==> config.mk <==
export PLATFORM = sky130hd
export DESIGN_NAME = fetch_buffer
export DESIGN_NICKNAME = d
export VERILOG_FILES = /design/src/rtl/fetch_pkg.sv /design/src/rtl/fetch_buffer_ram.sv /design/src/rtl/fetch_buffer.sv
export SDC_FILE = /design/constraint.sdc
export NUM_CORES = 1
export LEC_CHECK = 0
export BUFFER_PORTS_ARGS = -buffer_cell sky130_fd_sc_hd__buf_4
export CAP_MARGIN = 30
export CELL_PAD_IN_SITES_DETAIL_PLACEMENT = 0
export CELL_PAD_IN_SITES_GLOBAL_PLACEMENT = 1
export CORE_AREA = 2 2 195 197
export DETAILED_ROUTE_END_ITERATION = 8
export DIE_AREA = 0 0 197 199
export PLACE_DENSITY_LB_ADDON = 0.1
export SYNTH_ARGS = -nofsm -noshare
export SYNTH_HDL_FRONTEND = slang
export SYNTH_SLANG_ARGS = --single-unit
export TNS_END_PERCENT = 1
==> constraint.sdc <==
create_clock -name clock -period 15.3 [get_ports clock]
set_input_delay 0.765 -clock clock [delete_from_list [all_inputs] [get_ports clock]]
set_output_delay 0.765 -clock clock [all_outputs]
set_load 0.005 [all_outputs]
==> src/rtl/fetch_pkg.sv <==
// Shared types and constants for the instruction fetch buffer.
// Each queue entry is one 32-bit instruction tagged with its pc.
package fetch_pkg;

  typedef struct packed {
    logic [63:0] pc;
    logic [31:0] inst;
  } fetch_entry_t;

  localparam logic [63:0] RESET_PC = 64'h8000_0000;
  localparam logic [31:0] INST_NOP = 32'h0000_0013;

endpackage : fetch_pkg

==> src/rtl/fetch_buffer_ram.sv <==
// Entry storage for the fetch buffer: two write ports at consecutive
// indices (idx, idx+1 with wrap) and one asynchronous read port.
module fetch_buffer_ram
  import fetch_pkg::*;
#(
  parameter int DEPTH = 4
) (
  input  logic                       clock,
  input  logic                       we0_i,
  input  logic                       we1_i,
  input  logic [$clog2(DEPTH)-1:0]   waddr_i,
  input  fetch_entry_t               wdata0_i,
  input  fetch_entry_t               wdata1_i,
  input  logic [$clog2(DEPTH)-1:0]   raddr_i,
  output fetch_entry_t               rdata_o
);

  localparam int AW = $clog2(DEPTH);

  fetch_entry_t   mem_q [DEPTH];
  logic [AW-1:0]  waddr1;

  // The second slot wraps to index 0 when the first lands on DEPTH-1.
  assign waddr1 = waddr_i + AW'(1);

  // NOTE: storage carries no reset; validity is tracked entirely by the
  // pointers and count, so clearing the array would only cost area.
  always_ff @(posedge clock) begin
    if (we0_i) mem_q[waddr_i] <= wdata0_i;
    if (we1_i) mem_q[waddr1]  <= wdata1_i;
  end

  assign rdata_o = mem_q[raddr_i];

endmodule : fetch_buffer_ram

==> src/rtl/fetch_buffer.sv <==
// Decoupling queue between fetch and decode: splits 64-bit fetch packets into
// 32-bit instructions and hands them to decode one per valid/ready handshake.
module fetch_buffer
  import fetch_pkg::*;
#(
  parameter int DEPTH = 4
) (
  input  logic                      clock,
  input  logic                      reset,
  input  logic                      in_valid,
  output logic                      in_ready,
  input  logic [63:0]               in_pc,
  input  logic [63:0]               in_data,
  output logic                      out_valid,
  input  logic                      out_ready,
  output logic [63:0]               out_pc,
  output logic [31:0]               out_inst,
  output logic [$clog2(DEPTH):0]    out_count,
  input  logic                      flush
);

  localparam int AW = $clog2(DEPTH);
  localparam int CW = AW + 1;

  logic [AW-1:0] wptr_q, wptr_d;
  logic [AW-1:0] rptr_q, rptr_d;
  logic [CW-1:0] count_q, count_d;

  logic          enq, deq, two_slot;
  logic [1:0]    enq_n;
  fetch_entry_t  wr0, wr1, rd;

  // Space check uses only the registered count, so a same-cycle dequeue
  // never opens room and there is no path from in_valid to in_ready.
  assign in_ready  = reset && !flush && (count_q <= CW'(DEPTH - 2));
  assign out_valid = (count_q != '0) && !flush;

  assign enq      = in_valid && in_ready;
  assign deq      = out_valid && out_ready;
  assign two_slot = !in_pc[2];

  // NOTE: every signal driven here gets a default first, so no path can
  // leave it unassigned and infer a latch.
  always_comb begin
    enq_n = 2'd0;
    if (enq) enq_n = two_slot ? 2'd2 : 2'd1;

    wr0.pc   = in_pc;
    wr0.inst = two_slot ? in_data[31:0] : in_data[63:32];
    wr1.pc   = in_pc + 64'd4;
    wr1.inst = in_data[63:32];

    wptr_d  = wptr_q + AW'(enq_n);
    rptr_d  = rptr_q + AW'(deq);
    count_d = count_q + CW'(enq_n) - CW'(deq);
    if (flush) begin
      wptr_d  = '0;
      rptr_d  = '0;
      count_d = '0;
    end
  end

  // NOTE: sequential state uses non-blocking assignments so every flop
  // samples its _d value from before this edge.
  always_ff @(posedge clock or negedge reset) begin
    if (!reset) begin
      wptr_q  <= '0;
      rptr_q  <= '0;
      count_q <= '0;
    end else begin
      wptr_q  <= wptr_d;
      rptr_q  <= rptr_d;
      count_q <= count_d;
    end
  end

  fetch_buffer_ram #(.DEPTH(DEPTH)) u_ram (
    .clock    (clock),
    .we0_i    (enq),
    .we1_i    (enq && two_slot),
    .waddr_i  (wptr_q),
    .wdata0_i (wr0),
    .wdata1_i (wr1),
    .raddr_i  (rptr_q),
    .rdata_o  (rd)
  );

  assign out_pc    = out_valid ? rd.pc   : 64'd0;
  assign out_inst  = out_valid ? rd.inst : 32'd0;
  assign out_count = count_q;

endmodule : fetch_buffer

==> flow_summary.toml <==
[synth]
synthesis.yosys.warnings = 0
synthCells = 1311
postSynthNetCount = 1451
dominantRegCellSynth = "sky130_fd_sc_hd__edfxtp_1"
synthDistinctLibCells = 46
ys_top_cells_by_area = "sky130_fd_sc_hd__edfxtp_1 (59%), sky130_fd_sc_hd__mux4_2 (11%), sky130_fd_sc_hd__mux2_2 (5.7%)"
top_count_cell_post_synth = "sky130_fd_sc_hd__edfxtp_1"
synth_seq_cells = 391
post_synth_edffs = 384
syn_area_per_cell_sq_um = 14.9
synth_top_cell_by_area = "sky130_fd_sc_hd__edfxtp_1"
synth_common_cells = "sky130_fd_sc_hd__edfxtp_1 (384), sky130_fd_sc_hd__clkbuf_1 (150), sky130_fd_sc_hd__mux2_2 (99)"
synth-seq-area-share_pct = 60.1
synth.top_cell.area_share_pct = 59.2
syn-cell-area_sq_um = 19500
asyncSetResetFlopFracSynth_pct = 1.79

[worst_hold_path]
holdCritStartpoint = "in_pc[63]"
timing.hold.worst_path_depth = 1
timing.hold.worst.class = "in -> reg"
min_to = "u_ram.mem_q[2][95]"

[sta]
rsz_0062_raised_after_global_routing = "false"
finalSetupViolCount = 0
timing_hold_violations_final = 0
min_period_over_period_pct = 25.2
worstMarginPinSlew_ns = 0.959
report.final.slew_viol_count = 0
worst_clock_skew_ns = 0.0191
period_needed_ns = 3.86
tns_ns = 0
timing.slew.headroom_pct = 35.9
fmaxAchievable_mhz = 259

[clock_network]
post-cts-setup-buffers = 0
clock_insertion_delay_worst_skew_ns = 0.57
path_clk_slew_ns = 0.05
clock_tree_from_tritoncts = "done"
cts_inserted_buffers = 44
cts_root_buf = "sky130_fd_sc_hd__clkbuf_16"
cts_sinks = 391
cts.repair.resized = 0
cts_max_level = 2
cts_buffer_depth = 3

[setup_path]
worst_r2r_startpoint = "out_count[0]"
timing_worst_setup_path_type = "reg -> out"
critical-path-slowest-cell = "sky130_fd_sc_hd__dfrtp_4"
r2r_slack_ns = 11.68
endpoint_kind = "output port"
crit_path_cell_count = 4
rr_worst_depth = 6
worst_r2r_endpoint = "u_ram.mem_q[0][50]"
crit_path_cells = "buf_4 > mux4_2 > and2_1 > buf_4"
critical_path.max_fanout = 50
critical_path_arrival_ns = 3.09
path_buf_inv = 2
critical_path.most_common_cell = "sky130_fd_sc_hd__buf_4"
timing.critical_path.slowest_cell_delay_ns = 0.94
cp_top_family = "flip-flops"
worstPathRequired_ns = 14.53
critical_path.startpoint_type = "flop"

[layout]
final-seq-area_sq_um = 11700
final.fill_count = 2885
area_delta_synth_final_pct = 15.3
final_core_util_pct = 60.5
post_route_cells_drive_above_1_share_pct = 38.5
postLayoutCellArea_sq_um = 22500
footprint_of_the_multi_input_gates_sq_um = 6870
finalNetCount = 1542

[global_route]
grt.total_usage_pct = 23.4
via_count_of_the_first_global_routing_pass = 11183
grt_overflow_total = 0
wire_length_of_the_first_global_routing_pass_mm = 67.7
pin_count_of_the_biggest_net_entering_global_routing = 60
antenna_violations_before_repair = 2

[die]
core_area_sq_um = 37100
die_x_um = 197
initial_core_util_pct = 52.5
io_pins = 234
floorplan.die.height_um = 199
placement_rows = 71
die_area_sq_um = 39200

[routing]
average_wire_per_cell_in_the_routed_design_um = 23.5
avgViaCountPerCell = 5.60
via_count = 10694
initialDrtViolationCount = 684
drcViolationCount = 0
totalWireLength_mm = 44.9
antenna_violating_nets_post_route = 0
firstDrtPassIters = 5

[placement]
placedInstanceArea_sq_um = 21100
hpwlAfterDp_mm = 27.4
port-buffer-count = 233
place_congestion = 0.763

[power]
relative_contribution_of_the_clock_network_to_total_power_pct = 36.9
power_switching_mw = 0.629
power_report.internal_total_mw = 2.00
swShare_pct = 23.9
leakagePower_nw = 7.85
combinationalPowerShare_pct = 16.3
vdd.ir_drop.worst_mv = 0.0918
seqPwrFrac_pct = 46.8
pwr_density_cell_nw_per_um2 = 117

[run]
cap_violations = 0

[outcome]
status = "completed"
==> state kept, by name, indices dropped and copies added, names as in the netlist <==
name         cells
wptr_q           2
out_count        3
u_ram.mem_q    384
rptr_q           2
==> area by class of cell <==
type                       instances  area share, %
antenna                            2         0.0223
timing repair buffer             254           8.68
clock buffer                      64           5.37
clock inverter                    13          0.401
multi-input combinational        701           30.6
tap                              474           2.64
sequential                       391           52.1
inverter                          10          0.167
==> cells by family after synthesis <==
kind of cell / count (synthesis) / synth area share [%]
compound gates: 6 / 0.347
simple gates: 339 / 9.50
xor+xnor: 125 / 5.62
flops: 391 / 60.1
mux: 224 / 19.1
fa+ha+maj: 7 / 0.488
buf+inv: 219 / 4.89
==> worst reg2reg max path: cells and delay by family (launching register included) <==
family | cells | cell delay, ns
flip-flops | 1 | 0.40
AND/OR/NAND/NOR | 3 | 1.24
buffers and inverters | 2 | 1.21
AO/OA/AOI/OAI | 1 | 0.36
==> routing by layer <==
metal	wire length, um	GRT usage [%]	up-vias
li1	-	-	4908
met1	19000	30.7	5427
met2	22100	39.6	287
met3	2820	4.71	72
met4	1010	6.99	0
met5	0	0	-
==> stage by stage <==
step	setup slack, ns	total power [mW]	hold WS, ns	instances
after global placement	11.54	1.69	0.587	1827
after CTS	11.27	2.66	0.381	1905
after floorplan	6.39	1.51	0.469	1311
final	11.44	2.63	0.411	1909
after detailed placement	11.51	1.69	0.590	1827
after global routing	11.34	2.73	0.392	1908
==> power by group through the flow <==
stage | Sequential (mW) | Combinational, mW | Clock [mW]
final | 1.23 | 0.429 | 0.972
after global routing | 1.23 | 0.466 | 1.03
after CTS | 1.23 | 0.437 | 0.993
after detailed placement | 1.25 | 0.435 | 0
after global placement | 1.25 | 0.432 | 0
after floorplan | 1.25 | 0.265 | 0
==> worst max-delay path by stage <==
stage                     startpoint                  to  slack [ns]
final                      rptr_q[1]          out_pc[16]       11.44
after global routing       rptr_q[1]          out_pc[16]       11.34
after CTS                  rptr_q[0]          out_pc[58]       11.27
after detailed placement       reset  u_ram.mem_q[0][53]       11.51
after global placement         reset  u_ram.mem_q[0][53]       11.54
after floorplan                flush   u_ram.mem_q[1][0]        6.39
==> placed cells by master (no fill, tap or decap), drive strengths merged, types with 4 or more instances in the layout <==
| cell | n |
|---|---|
| inv | 12 |
| ha | 6 |
| a21oi | 4 |
| edfxtp | 384 |
| nand4 | 25 |
| nor4 | 14 |
| nor2b | 4 |
| nand2 | 60 |
| clkinv | 9 |
| nand3 | 11 |
| xnor2 | 33 |
| and2 | 98 |
| xor2 | 92 |
| nor3 | 23 |
| dfrtp | 7 |
| nor2 | 89 |
| buf | 253 |
| clkbuf | 64 |
| mux4 | 96 |
| mux2 | 128 |
| nor3b | 4 |
==> what timing repair did <==
action                                  in CTS  in global routing
endpoints found under the hold margin        7                  0
endpoints found under the setup margin       0                  0
hold buffers                                 1                  0
Power figures use the tool's default switching activity.
